## src/rtl/cpu_store_drain_if.sv

```systemverilog
// Memory-bus write channel between the store drain (master) and the memory side (slave).
// One outstanding write at a time; completion is signalled by bus_ack or bus_err.
interface cpu_store_drain_if #(
  parameter int ADDR_W = 32,
  parameter int DATA_W = 32
);
  logic              bus_req;
  logic [ADDR_W-1:0] bus_addr;
  logic [DATA_W-1:0] bus_wdata;
  logic [3:0]        bus_be;
  logic              bus_ack;
  logic              bus_err;

  modport master (
    output bus_req, bus_addr, bus_wdata, bus_be,
    input  bus_ack, bus_err
  );

  modport slave (
    input  bus_req, bus_addr, bus_wdata, bus_be,
    output bus_ack, bus_err
  );
endinterface

```

## src/rtl/cpu_store_drain.sv

```systemverilog
// Drains a store FIFO onto a single-outstanding memory write bus, with error/timeout capture.
// bus_req rises 2 cycles after a pop; hold or a busy bus stalls pops, and the FIFO simply fills.
module cpu_store_drain #(
  parameter int ADDR_W  = 32,
  parameter int DATA_W  = 32,
  parameter int TIMEOUT = 255,
  localparam int ENTRY_W = 4 + ADDR_W + DATA_W
) (
  input  logic               clk,
  input  logic               rst,
  input  logic               fifo_empty_i,
  input  logic [ENTRY_W-1:0] fifo_dout_i,
  output logic               fifo_rd_en_o,
  input  logic               hold_i,
  cpu_store_drain_if.master  bus,
  output logic               busy_o,
  output logic               err_flag_o,
  output logic               to_flag_o,
  output logic [ADDR_W-1:0]  err_addr_o,
  input  logic               err_clr_i,
  output logic [15:0]        drain_cnt_o
);
  typedef enum logic [1:0] {IDLE, POP, REQ} state_t;

  state_t            state_q, state_d;
  logic              req_q, req_d;
  logic [ADDR_W-1:0] addr_q, addr_d;
  logic [DATA_W-1:0] wdata_q, wdata_d;
  logic [3:0]        be_q, be_d;
  logic              err_flag_q, err_flag_d;
  logic              to_flag_q, to_flag_d;
  logic [ADDR_W-1:0] err_addr_q, err_addr_d;
  logic [15:0]       drain_cnt_q, drain_cnt_d;
  logic [15:0]       tcnt_q, tcnt_d;

  logic in_req, resp, timeout_hit;

  // Responses only count while a request is actually outstanding.
  assign in_req       = (state_q == REQ);
  assign resp         = in_req && (bus.bus_ack || bus.bus_err);
  assign timeout_hit  = in_req && !resp && (tcnt_q == 16'(TIMEOUT - 1));
  assign fifo_rd_en_o = !fifo_empty_i && !hold_i && ((state_q == IDLE) || resp || timeout_hit);

  always_comb begin
    state_d     = state_q;
    req_d       = req_q;
    addr_d      = addr_q;
    wdata_d     = wdata_q;
    be_d        = be_q;
    err_flag_d  = err_flag_q;
    to_flag_d   = to_flag_q;
    err_addr_d  = err_addr_q;
    drain_cnt_d = drain_cnt_q;
    tcnt_d      = tcnt_q;

    // Clear first so a same-cycle error below re-sets the flag.
    if (err_clr_i) begin
      err_flag_d = 1'b0;
      to_flag_d  = 1'b0;
    end

    case (state_q)
      IDLE: begin
        if (fifo_rd_en_o) state_d = POP;
      end
      POP: begin
        {be_d, addr_d, wdata_d} = fifo_dout_i;
        req_d   = 1'b1;
        tcnt_d  = '0;
        state_d = REQ;
      end
      REQ: begin
        if (bus.bus_err) begin
          err_flag_d = 1'b1;
          err_addr_d = addr_q;
        end else if (bus.bus_ack) begin
          drain_cnt_d = drain_cnt_q + 16'd1;
        end else if (timeout_hit) begin
          to_flag_d  = 1'b1;
          err_addr_d = addr_q;
        end else begin
          tcnt_d = tcnt_q + 16'd1;
        end
        if (resp || timeout_hit) begin
          req_d   = 1'b0;
          state_d = fifo_rd_en_o ? POP : IDLE;
        end
      end
      default: state_d = IDLE;
    endcase
  end

  always_ff @(posedge clk or posedge rst) begin
    if (rst) begin
      state_q     <= IDLE;
      req_q       <= 1'b0;
      addr_q      <= '0;
      wdata_q     <= '0;
      be_q        <= '0;
      err_flag_q  <= 1'b0;
      to_flag_q   <= 1'b0;
      err_addr_q  <= '0;
      drain_cnt_q <= '0;
      tcnt_q      <= '0;
    end else begin
      state_q     <= state_d;
      req_q       <= req_d;
      addr_q      <= addr_d;
      wdata_q     <= wdata_d;
      be_q        <= be_d;
      err_flag_q  <= err_flag_d;
      to_flag_q   <= to_flag_d;
      err_addr_q  <= err_addr_d;
      drain_cnt_q <= drain_cnt_d;
      tcnt_q      <= tcnt_d;
    end
  end

  assign bus.bus_req   = req_q;
  assign bus.bus_addr  = addr_q;
  assign bus.bus_wdata = wdata_q;
  assign bus.bus_be    = be_q;
  assign busy_o        = (state_q != IDLE) || !fifo_empty_i;
  assign err_flag_o    = err_flag_q;
  assign to_flag_o     = to_flag_q;
  assign err_addr_o    = err_addr_q;
  assign drain_cnt_o   = drain_cnt_q;
endmodule

```

## src/flat_wrapper.sv

```systemverilog
// flat-port wrapper written by rule: the top's interface ports become plain ports
module cpu_store_drain_flat 
#(
  parameter int ADDR_W  = 32,
  parameter int DATA_W  = 32,
  parameter int TIMEOUT = 255,
  localparam int ENTRY_W = 4 + ADDR_W + DATA_W
)
  (clk, rst, fifo_empty_i, fifo_dout_i, fifo_rd_en_o, hold_i, busy_o, err_flag_o, to_flag_o, err_addr_o, err_clr_i, drain_cnt_o, bus_bus_req, bus_bus_addr, bus_bus_wdata, bus_bus_be, bus_bus_ack, bus_bus_err);
  cpu_store_drain_if #(.ADDR_W(ADDR_W), .DATA_W(DATA_W)) bus_i ();
  input  logic clk;
  input  logic rst;
  input  logic fifo_empty_i;
  input  logic [ENTRY_W-1:0] fifo_dout_i;
  output logic fifo_rd_en_o;
  input  logic hold_i;
  output logic busy_o;
  output logic err_flag_o;
  output logic to_flag_o;
  output logic [ADDR_W-1:0] err_addr_o;
  input  logic err_clr_i;
  output logic [15:0] drain_cnt_o;
  output wire logic [$bits(bus_i.bus_req)-1:0] bus_bus_req;
  output wire logic [$bits(bus_i.bus_addr)-1:0] bus_bus_addr;
  output wire logic [$bits(bus_i.bus_wdata)-1:0] bus_bus_wdata;
  output wire logic [$bits(bus_i.bus_be)-1:0] bus_bus_be;
  input wire logic [$bits(bus_i.bus_ack)-1:0] bus_bus_ack;
  input wire logic [$bits(bus_i.bus_err)-1:0] bus_bus_err;
  assign bus_bus_req = bus_i.bus_req;
  assign bus_bus_addr = bus_i.bus_addr;
  assign bus_bus_wdata = bus_i.bus_wdata;
  assign bus_bus_be = bus_i.bus_be;
  assign bus_i.bus_ack = bus_bus_ack;
  assign bus_i.bus_err = bus_bus_err;
  cpu_store_drain #(.ADDR_W(ADDR_W), .DATA_W(DATA_W), .TIMEOUT(TIMEOUT)) u_core (.clk(clk), .rst(rst), .fifo_empty_i(fifo_empty_i), .fifo_dout_i(fifo_dout_i), .fifo_rd_en_o(fifo_rd_en_o), .hold_i(hold_i), .bus(bus_i), .busy_o(busy_o), .err_flag_o(err_flag_o), .to_flag_o(to_flag_o), .err_addr_o(err_addr_o), .err_clr_i(err_clr_i), .drain_cnt_o(drain_cnt_o));
endmodule
```

## config.mk

```make
export PLATFORM = sky130hd
export DESIGN_NAME = cpu_store_drain_flat
export DESIGN_NICKNAME = d
export VERILOG_FILES = /design/src/rtl/cpu_store_drain_if.sv /design/src/rtl/cpu_store_drain.sv /design/src/flat_wrapper.sv
export SDC_FILE = /design/constraint.sdc
export NUM_CORES = 1
export LEC_CHECK = 0
export BUFFER_PORTS_ARGS = -buffer_cell sky130_fd_sc_hd__buf_2
export CORE_MARGIN = 2
export CORE_UTILIZATION = 45
export CTS_CLUSTER_SIZE = 40
export DETAILED_ROUTE_END_ITERATION = 6
export HOLD_SLACK_MARGIN = 0.1
export PLACE_DENSITY = 0.76
export SYNTH_ARGS = -nofsm -noshare
export SYNTH_HDL_FRONTEND = slang
export SYNTH_SLANG_ARGS = --single-unit
export TNS_END_PERCENT = 10
```

## constraint.sdc

```tcl
create_clock -name clk -period 3.5 [get_ports clk]
set_input_delay 0 -clock clk [delete_from_list [all_inputs] [get_ports clk]]
set_output_delay 0 -clock clk [all_outputs]
set_load 0.01 [all_outputs]
```

=== Yosys cells after proc, flatten, opt, wreduce, memory -nomap -nowiden ===
Cells that the tools add are included.

* Memory bits (writable): 0
* Memories kept: 0
* Register bits: 137
* Logic and storage cells: 65
* Latch bits: 0
* Output and inout bits: 121
* Memory bits (read-only): 0

* Reduce and logical (&&, ||, !) cells: 22
* Shift-type cells: 0
* $mul: 0
* Eq/ne operators: 9
* Div/mod/pow operators: 0
* $lt $le $gt $ge: 0
* Bitwise operators: 1
* Add/sub/neg operators: 2
* Multiplexer cells: 21

{| class="wikitable"
|+ Operator list
! cell !! number
|-
| $mux W32 || 3
|-
| $mux W16 || 3
|-
| $add A16 B1 Y16 const B || 2
|-
| $pmux W16 S2 || 1
|-
| $eq A16 B8 Y1 const B || 1
|-
| $mux W1 || 10
|-
| $ne A2 B2 Y1 const B || 4
|-
| $pmux W2 S3 || 1
|-
| $reduce_and A3 Y1 || 2
|-
| $reduce_bool A2 Y1 || 3
|-
| $logic_and A1 B1 Y1 || 5
|-
| $logic_or A1 B1 Y1 || 5
|-
| $mux W2 || 2
|-
| $ne A2 B1 Y1 const B || 2
|-
| $reduce_and A2 Y1 || 2
|-
| $reduce_and A4 Y1 || 1
|-
| $logic_not A1 Y1 || 3
|-
| $eq A2 B1 Y1 const B || 1
|-
| $eq A2 B2 Y1 const B || 1
|-
| $logic_not A2 Y1 || 1
|-
| $pmux W1 S2 || 1
|-
| $not A1 Y1 || 1
|}

=== Depth between registers and ports, before layout ===
Gate-level depths: netlist of run 1.

* Depth in word-level cells: 10
* Mapped depth: 8
* Mapped depth without buffers: 6

=== Least setup slack after synthesis of run 1 ===
Ideal clock, no wire load.

* Path type: flip-flop to output port
* Start point: register u_core.tcnt_q[0]
* End point: output fifo_rd_en_o
* Required time: 3.500 ns
* Arrival time: 1.895 ns
* Slack: 1.605 ns
* Cell stages (with the launch flop): 8
* Cells stage by stage: dfrtp_1 -> inv_1 -> ha_1 -> and4b_1 -> and4_1 -> clkbuf_1 -> nor3_1 -> a2111oi_0

* Cells in the longest elaborated chain, start to end: 4

{| class="wikitable"
|+ RTL lines
! element !! RTL line !! RTL
|-
| from (decl) || cpu_store_drain.sv:34 || <nowiki>logic [15:0] tcnt_q, tcnt_d;</nowiki>
|-
| from (signal assigned) || cpu_store_drain.sv:115 || <nowiki>tcnt_q <= tcnt_d;</nowiki>
|-
| $eq A16 B8 Y1 || cpu_store_drain.sv:41 || <nowiki>assign timeout_hit = in_req && !resp && (tcnt_q == 16'(TIMEOUT - 1));</nowiki>
|-
| $logic_and A1 B1 Y1 || cpu_store_drain.sv:41 ||
|-
| $logic_or A1 B1 Y1 || cpu_store_drain.sv:42 || <nowiki>assign fifo_rd_en_o = !fifo_empty_i && !hold_i && ((state_q == IDLE) || resp || timeout_hit);</nowiki>
|-
| $logic_and A1 B1 Y1 || cpu_store_drain.sv:42 ||
|-
| to (decl) || flat_wrapper.sv:15 || <nowiki>output logic fifo_rd_en_o;</nowiki>
|}

Every way passes these cells.

=== Worst setup path in the final report of run 1 ===
* Start point: register u_core.tcnt_q[0]
* End point: register u_core.state_q[0]

* Cells in the longest elaborated chain, start to end: 7

{| class="wikitable"
|+ RTL lines
! element !! RTL line !! RTL
|-
| $eq A16 B8 Y1 (*) || cpu_store_drain.sv:41 ||
|-
| $logic_and A1 B1 Y1 (*) || cpu_store_drain.sv:41 ||
|-
| $logic_or A1 B1 Y1 || cpu_store_drain.sv:42 ||
|-
| $logic_and A1 B1 Y1 || cpu_store_drain.sv:42 ||
|-
| $mux W1 || cpu_store_drain.sv:86 || <nowiki>state_d = fifo_rd_en_o ? POP : IDLE;</nowiki>
|-
| $mux W2 || cpu_store_drain.sv:84 || <nowiki>if (resp || timeout_hit) begin</nowiki>
|-
| $pmux W2 S3 || cpu_store_drain.sv:62 || <nowiki>case (state_q)</nowiki>
|-
| to (signal assigned) || cpu_store_drain.sv:106 || <nowiki>state_q <= state_d;</nowiki>
|-
| to (decl) || cpu_store_drain.sv:25 || <nowiki>state_t state_q, state_d;</nowiki>
|}

Mark *: on every way between the ends. The rest lies on a longest branch, timed or not. The select of a mux whose other input is x is not followed.
A chain may end at the register's enable or synchronous reset.

==> results_dict.tcl, run 1 <==
set metrics [dict create \
    path_class "reg2reg" \
    final_common_cell "nand2_1" \
    core_area_mm2 0.0121 \
    syn_inst 532 \
    clkLatencyLatePin_ns 0.42 \
    fmax_ghz 0.386 \
    postCtsSetupBuffers 0 \
    n_antenna_cell 0 \
    crit_path_end_kind "flip-flop" \
    skew_ns 0.00872 \
    slew_viol_final 0 \
    rsz0062_at_grt "no" \
    grt_pass1_vias 4946 \
    syn_avg_cell_area_um2 10.5 \
    antenna_found_initial 0 \
    start_util 0.462 \
    routed_via_density 5.00 \
    power_leakage_nw 4.19 \
    fillers 881 \
    die_area_mm2 0.0133 \
    cts.clk_slew.worst_paths_ns 0.06 \
    period_share 0.741 \
    p_per_area_mw_per_mm2 639 \
    worstMarginPinSlew_ns 0.732 \
    synth_area_leader_cell "dfrtp_1" \
    timing.setup.tns_ns 0 \
    period_minus_slack_ns 2.59 \
    gp_congestion 0.782 \
    io_pins 196 \
    grt_max_degree 138 \
    ir_drop_mv 0.391 \
    cts_hold_buf 75 \
    clkSinkCount 137 \
    fin_nets 879 \
    routed-via-count 4909 \
    synthesis.area_mm2 0.00557 \
    hpwl_mm 9.20 \
    drt_iter0_markers 358 \
    die_y_um 115 \
    yosysWarnings 0 \
    setup_violations 0 \
    seq_area_frac_synth 0.615 \
    outcome "finished clean" \
    firstDrtPassIters 5 \
    min_path_type "in2out" \
    drive_above_1_share 0.342 \
    synth_top_area_frac 0.615 \
    h-tree-depth 4 \
    synth_seq_cells 137 \
    netlist_top_cells_area "dfrtp_1, nand2_1, mux2_2" \
    cpPeakStageDelay_ns 0.60 \
    slew_headroom 0.512 \
    grt_remaining_overflow 0 \
    final_cell_mix "nand2_1, buf_2, dfrtp_1" \
    path_max_fanout 16 \
    routed_wl_mm 15.0 \
    crit_path_top_delay_cell "dlygate4sd3_1" \
    remaining_drc_errors 0 \
    cap_violations 0 \
    clockBufferDepth 2 \
    crit_path_cell_trace "inv_1, ha_1, and4b_1, and4_1, nor3_1, a2111oi_0, dlygate4sd3_1" \
    yosysUniqueCellTypes 42 \
    routedWlPerCell_um 15.3 \
    worstPathArrival_ns 2.95 \
    cts_buffers 17 \
    hold_ws_ns 0.278 \
    port-buffer-count 195 \
    area_delta_synth_final_pct 44.7 \
    num_rows 40 \
    cts-resized-gates 0 \
    die_w_um 115 \
    cts_tree "yes" \
    crit_required_ns 3.85 \
    antenna_left 0 \
    syn-num-nets 610 \
    track_usage 0.232 \
    startpoint_type "flip-flop" \
    grt_first_pass_wirelength_mm 23.7 \
    final-hold-violation-count 0 \
    clock-root-buffer "clkbuf_16" \
]
power breakdown:
group	total (mW)	internal, mW	switching (mW)	leakage, nW
clock network	1.80	1.14	0.656	0.295
logic	1.15	0.553	0.599	2.16
registers	2.20	1.95	0.249	1.73
worst paths after layout:
| check | endpoint | start | cells past startpoint | slack [ns] |
|---|---|---|---|---|
| max in group asynchronous | u_core.bus.bus_addr[5] | rst | 4 | 2.61 |
| setup reg to reg | u_core.state_q[0] | u_core.tcnt_q[0] | 7 | 0.91 |
| hold / removal | fifo_rd_en_o | fifo_empty_i | 3 | 0.28 |
| min in group asynchronous | u_core.bus.bus_wdata[11] | rst | 4 | 0.32 |
| setup / recovery | u_core.state_q[0] | u_core.tcnt_q[0] | 7 | 0.91 |
| hold reg to reg | u_core.bus.bus_wdata[30] | u_core.bus.bus_wdata[30] | 2 | 0.47 |
logic make-up after synthesis:
group	count (synthesis)	share of synthesized area
XOR/XNOR	17	0.0267
AO/OA/AOI/OAI	29	0.0319
flip-flops	137	0.615
multiplexers	35	0.0705
AND/OR/NAND/NOR	280	0.224
adder cells (fa/ha/maj)	3	0.00674
buffers and inverters	31	0.0247
metrics by stage:
step | setup WS, ns | area [um2] | utilization | std cells | total power [mW]
after floorplan | 1.60 | 5580 | - | 532 | 2.74
after global routing | 0.699 | 8070 | 0.669 | 982 | 5.42
after detailed placement | 1.14 | 6710 | 0.556 | 875 | 3.30
after global placement | 1.24 | 6710 | 0.556 | 875 | 3.25
final | 0.906 | 8070 | 0.669 | 982 | 5.15
after CTS | 0.941 | 8070 | 0.669 | 982 | 5.18
layout make-up:
class / instances / area [um2] / share of cell area
clock buffer: 22 / 494 / 0.0613
clock inverter: 10 / 115 / 0.0143
inverter: 7 / 30.0 / 0.00372
multi-input combinational: 364 / 2020 / 0.250
sequential: 137 / 3430 / 0.425
tap: 168 / 210 / 0.0261
timing repair buffer: 274 / 1770 / 0.219
Yosys cell counts:
| cell type | n |
|---|---|
| nand3_1 | 6 |
| nor3_1 | 3 |
| and3_1 | 6 |
| nand4_1 | 11 |
| and4b_1 | 1 |
| or2_2 | 1 |
| o221a_2 | 1 |
| nor4_1 | 2 |
| buf_4 | 3 |
| buf_2 | 2 |
| or3b_2 | 1 |
| clkbuf_1 | 18 |
| inv_1 | 7 |
| and4bb_2 | 1 |
| and4_1 | 5 |
| mux2i_1 | 1 |
| a2111oi_0 | 2 |
| o311ai_0 | 1 |
| a21oi_1 | 11 |
| o41ai_1 | 1 |
| nand2_1 | 217 |
| or3_1 | 5 |
| nor4b_4 | 1 |
| and2b_2 | 1 |
| or4_1 | 4 |
| o31ai_1 | 4 |
| nor2_1 | 7 |
| nor3b_1 | 1 |
| ha_1 | 3 |
| nand2b_4 | 1 |
| xor2_1 | 7 |
| or3_2 | 2 |
| and2_1 | 1 |
| dfrtp_1 | 137 |
| mux2_2 | 34 |
| or3_4 | 1 |
| or2b_1 | 1 |
| o22ai_1 | 1 |
| buf_6 | 1 |
| xnor2_1 | 10 |
| or2b_2 | 1 |
| o21ai_0 | 8 |
layer usage:
layer | GRT usage | vias to the layer above | routed length (um)
met5 | 0 | - | 0
met4 | 0.104 | 0 | 393
met3 | 0.0669 | 36 | 1030
met2 | 0.389 | 208 | 7630
met1 | 0.278 | 2362 | 5980
li1 | - | 2303 | -
critical path: cells and delay by family, from the launching register on:
kind / cells / cell delay [ns]
simple gates: 3 / 0.88
buf+inv: 2 / 0.69
flops: 1 / 0.42
compound gates: 1 / 0.41
fa+ha+maj: 1 / 0.14
flip-flops by register name, indices dropped and copies added (netlist names):
| signal | flops |
|---|---|
| u_core.bus.bus_wdata | 32 |
| u_core.bus.bus_addr | 32 |
| u_core.tcnt_q | 16 |
| u_core.bus.bus_be | 4 |
| u_core.bus.bus_req | 1 |
| u_core.to_flag_o | 1 |
| u_core.drain_cnt_o | 16 |
| u_core.err_flag_o | 1 |
| u_core.state_q | 2 |
| u_core.err_addr_o | 32 |
Note: power is estimated with default switching activity, not from simulation.
==> run 2, diff against run 1 <==
CORE_UTILIZATION = 50   (was 45)
PLACE_DENSITY = 0.8   (was 0.76)
clock period = 2.39 ns   (was 3.5 ns; I/O delays follow)
==> run 2 against run 1 <==
Against the previous run:
- setup slack lost 0.86 ns
- critical path depth unchanged
- critical endpoint is now fifo_rd_en_o
- sequential share of layout area grew 0.099 points
- cell count fell by 2.4%
- worst hold slack got worse by 0.13 ns
==> results_dict.tcl, run 2 (synthesis gave the netlist of run 1 again) <==
set metrics [dict create \
    outcome "finished clean" \
    worstPathArrival_ns 2.35 \
    routed_wl_mm 15.5 \
    cts_tree "yes" \
    cpPeakStageDelay_ns 0.45 \
    routed-via-count 5010 \
    gp_congestion 0.814 \
    firstDrtPassIters 4 \
    antenna_left 0 \
    fin_nets 883 \
    seq_power_share 0.434 \
    ir_drop_mv 0.482 \
    io_pins 196 \
    area_delta_synth_final_pct 44.4 \
    clockBufferDepth 2 \
    p_switching_mw 2.28 \
    critical_path.top_delay_family "simple AND/OR/NAND/NOR gates" \
    multi_input_area_mm2 0.00204 \
    rrSetupSlack_ns 0.13 \
    start_util 0.514 \
    min_path_type "in2async" \
    path_class "reg2out" \
    grt_remaining_overflow 0 \
    cap_violations 0 \
    fillers 711 \
    routed_via_density 5.23 \
    drt_iter0_markers 290 \
    hold_ws_ns 0.144 \
    n_antenna_cell 0 \
    grt_max_degree 86 \
    track_usage 0.262 \
    finish.utilization 0.742 \
    die_area_mm2 0.0120 \
    power_leakage_nw 4.18 \
    final_area_mm2 0.00805 \
    crit_path_cell_trace "inv_1, ha_1, and4b_1, and4_4, nor3_2, a2111oi_2, buf_2" \
    antenna_found_initial 0 \
    final_cell_mix "nand2_1, buf_2, dfrtp_1" \
    num_rows 38 \
    place_area_mm2 0.00671 \
    port-buffer-count 195 \
    setup_violations 0 \
    h-tree-depth 4 \
    skew_ns 0.00968 \
    sw_frac_of_total 0.308 \
    die_w_um 110 \
    clkLatencyLatePin_ns 0.52 \
    fmax_ghz 0.426 \
    cts_buffers 17 \
    slew_headroom 0.587 \
    clock-root-buffer "clkbuf_8" \
    clkPwrFrac 0.334 \
    path_max_fanout 5 \
    total_power_mw 7.39 \
    period_minus_slack_ns 2.35 \
    grt_pass1_vias 4963 \
    worstMarginPinSlew_ns 0.620 \
    period_share 0.982 \
    crit_path_end_kind "primary output" \
    remaining_drc_errors 0 \
    grt_first_pass_wirelength_mm 24.0 \
    fin_cells 958 \
    p_comb_frac 0.232 \
    crit_required_ns 2.39 \
    cts.clk_slew.worst_paths_ns 0.06 \
    hpwl_mm 9.35 \
    core_area_mm2 0.0108 \
    final-hold-violation-count 0 \
    drive_above_1_share 0.350 \
    startpoint_type "flip-flop" \
    final_common_cell "nand2_1" \
    clkSinkCount 137 \
    regArea_mm2 0.00343 \
    p_per_area_mw_per_mm2 919 \
    place_inst 850 \
    critPathBufInv 2 \
    routedWlPerCell_um 16.1 \
    internal_power_mw 5.12 \
    die_y_um 110 \
    slew_viol_final 0 \
    crit_path_top_delay_cell "a2111oi_2" \
]
## run 2: final cells by class
cell class | count | area share
sequential | 137 | 0.426
multi-input combinational | 364 | 0.253
timing repair buffer | 278 | 0.225
clock buffer | 19 | 0.0549
tap | 140 | 0.0218
clock inverter | 13 | 0.0149
inverter | 7 | 0.00373
## run 2: worst register-to-register path, delay by kind of cell (launching register included)
kind	cells	cell delay, ns
compound gates	1	0.43
fa+ha+maj	1	0.15
buf+inv	2	0.69
flops	1	0.42
simple gates	3	0.52
## run 2: stage by stage
| stage | setup WS (ns) | TNS [ns] |
|---|---|---|
| floorplan | 0.495 | 0 |
| global placement | 0.376 | 0 |
| detailed placement | 0.350 | 0 |
| CTS | 0.122 | 0 |
| global route | -0.119 | -0.158 |
| finish | 0.0430 | 0 |
## run 2: routing by layer
metal,routed length [um],vias to the layer above,share of wire,track usage
met5,0,-,0,0
met4,544,0,0.035,0.130
met3,1010,57,0.065,0.0634
met2,7800,230,0.50,0.452
met1,6100,2415,0.40,0.306
li1,-,2308,-,-
## run 2: final timing paths
path,start,endpoint,depth (start not counted)
max reg2reg,u_core.tcnt_q[0],u_core.state_q[0],7
max in group asynchronous,rst,u_core.err_addr_o[9],4
min,rst,u_core.bus.bus_wdata[8],4
max,u_core.tcnt_q[0],fifo_rd_en_o,7
min in group clk,fifo_dout_i[59],u_core.bus.bus_addr[27],4
min reg2reg,u_core.bus.bus_wdata[25],u_core.bus.bus_wdata[25],2
## run 2: power by group through the flow
stage	Clock (mW)	Sequential (mW)	Combinational, mW
after detailed placement	0	3.23	1.61
after CTS	2.50	3.20	1.70
after floorplan	0	3.45	0.567
after global placement	0	3.20	1.55
final	2.47	3.21	1.71
after global routing	2.61	3.28	1.89
## run 2: repair_timing
item / 4_1_cts / 5_1_grt
endpoints found under the hold margin: 221 / 0
pin swaps: 1 / 0
setup endpoints to repair: 1 / 2
hold buffers: 75 / 0
setup buffers: 1 / 0
resized for setup: 2 / 5
==> run 3, diff against run 2 <==
RECOVER_POWER = 100   (was unset)
==> run 3 against run 2 <==
Against the previous run:
- the flow now finishes with violations (capacitance limit, slew limit)
- non-clock buffer count is the same
- fmax grew 0.37%
- via count shrank 0.12%
- design area shrank 2.4%
- cell count is the same
- sequential power is essentially flat
- routed wire length shrank 0.14%
- die area is the same
- setup slack gained 0.0088 ns
- critical path depth is the same
- utilization shrank 1.8 points
- register-to-register slack is essentially flat
- critical endpoint unchanged
- largest cell class unchanged
- highest routed layer unchanged
==> results_dict.tcl, run 3 (synthesis gave the netlist of run 1 again) <==
set metrics [dict create \
    path_max_fanout 5 \
    slew_viol_final 86 \
    final-hold-violation-count 0 \
    crit_path_cell_trace "inv_1, ha_1, and4b_1, and4_4, nor3_2, a2111oi_2, buf_2" \
    core_area_mm2 0.0108 \
    final_cell_mix "nand2_1, dfrtp_1, clkbuf_1" \
    fin_nets 883 \
    period_share 0.978 \
    setup_ws_ns 0.0518 \
    routed-via-count 5004 \
    port-buffer-count 195 \
    clock-root-buffer "clkbuf_8" \
    power_leakage_nw 3.77 \
    total_power_mw 7.25 \
    io_pins 196 \
    crit_required_ns 2.39 \
    remaining_drc_errors 0 \
    routedWlPerCell_um 16.1 \
    antenna_found_initial 0 \
    min_path_type "in2reg" \
    crit_path_end_kind "primary output" \
    slew_headroom -0.214 \
    area_delta_synth_final_pct 40.9 \
    skew_ns 0.0105 \
    routed_via_density 5.22 \
    path_class "reg2out" \
    grt_remaining_overflow 0 \
    grt_first_pass_wirelength_mm 24.0 \
    critPathBufInv 2 \
    track_usage 0.262 \
    cts_tree "yes" \
    clkSinkCount 137 \
    cts.clk_slew.worst_paths_ns 0.06 \
    critical_path.top_delay_family "simple AND/OR/NAND/NOR gates" \
    startpoint_type "flip-flop" \
    die_y_um 110 \
    worstMarginPinSlew_ns 1.82 \
    fmax_ghz 0.428 \
    gp_congestion 0.814 \
    multi_input_area_mm2 0.00203 \
    drt_iter0_markers 338 \
    firstDrtPassIters 4 \
    start_util 0.514 \
    fillers 792 \
    timing.setup.tns_ns 0 \
    place_inst 850 \
    num_rows 38 \
    n_antenna_cell 0 \
    die_area_mm2 0.0120 \
    clockBufferDepth 2 \
    cap_violations 1 \
    setup_violations 0 \
    fin_cells 958 \
    die_w_um 110 \
    regArea_mm2 0.00343 \
    cts_buffers 17 \
    p_per_area_mw_per_mm2 923 \
    dp_slack_ns 0.350 \
    worstPathArrival_ns 2.34 \
    crit_path_top_delay_cell "a2111oi_2" \
    grt_max_degree 86 \
    grt_pass1_vias 4963 \
    final_common_cell "nand2_1" \
    cpPeakStageDelay_ns 0.44 \
    outcome "complete, but fails checks" \
    h-tree-depth 4 \
    violations "capacitance limit, slew limit" \
    clkLatencyLatePin_ns 0.52 \
    ir_drop_mv 0.475 \
    drive_above_1_share 0.198 \
    antenna_left 0 \
    hpwl_mm 9.35 \
    period_minus_slack_ns 2.34 \
    routed_wl_mm 15.4 \
]
==> run 3: cell type report <==
| cell class | count | share of cell area |
|---|---|---|
| Multi-Input combinational cell | 364 | 0.258 |
| Clock buffer | 19 | 0.0563 |
| Tap cell | 140 | 0.0223 |
| Clock inverter | 13 | 0.0153 |
| Inverter | 7 | 0.00351 |
| Timing Repair Buffer | 278 | 0.208 |
| Sequential cell | 137 | 0.437 |
==> run 3: worst paths after layout <==
kind                                        startpoint                 endpoint  slack, ns  cells past startpoint
worst max register to register        u_core.tcnt_q[0]        u_core.state_q[0]       0.12                      7
worst max-delay path                  u_core.tcnt_q[0]             fifo_rd_en_o       0.05                      7
max in group asynchronous                          rst     u_core.err_addr_o[9]       0.57                      4
worst min register to register  u_core.drain_cnt_o[15]   u_core.drain_cnt_o[15]       0.47                      1
min in group asynchronous                          rst  u_core.bus.bus_wdata[8]       0.47                      4
worst min-delay path                   fifo_dout_i[59]  u_core.bus.bus_addr[27]       0.21                      4
==> run 3: power by group <==
group	leakage (nW)	total [mW]	internal [mW]	switching (mW)
Clock	0.259	2.46	1.44	1.02
Sequential	1.73	3.23	2.86	0.366
Combinational	1.78	1.56	0.663	0.894
Total	3.77	7.25	4.96	2.28
==> run 3: worst min-delay path, cell delays in order <==
cell,delay [ns]
dlygate4sd3_1,0.51
buf_2,0.09
nand2_1,0.04
nand2_1,0.04
==> run 3: repair_timing <==
item / 4_1_cts / 5_1_grt
pin swaps: 1 / 0
endpoints found under the hold margin: 221 / 0
endpoints found under the setup margin: 1 / 2
gates resized for setup: 2 / 5
hold buffers: 75 / 0
setup buffers: 1 / 0
==> run 3: per-layer routing <==
layer  track usage  share of wire  wire length (um)
met4         0.130          0.033               516
met5             0              0                 0
met2         0.452           0.51              7860
met1         0.306           0.39              6090
met3        0.0634          0.063               965
==> run 3: stage by stage <==
step / area [um2] / util / hold WS, ns
after global routing: 7850 / 0.724 / 0.214
after CTS: 8030 / 0.741 / 0.131
final: 7850 / 0.724 / 0.207
after global placement: 6710 / 0.619 / 0.123
after floorplan: 5580 / - / 0.0702
after detailed placement: 6710 / 0.619 / 0.131
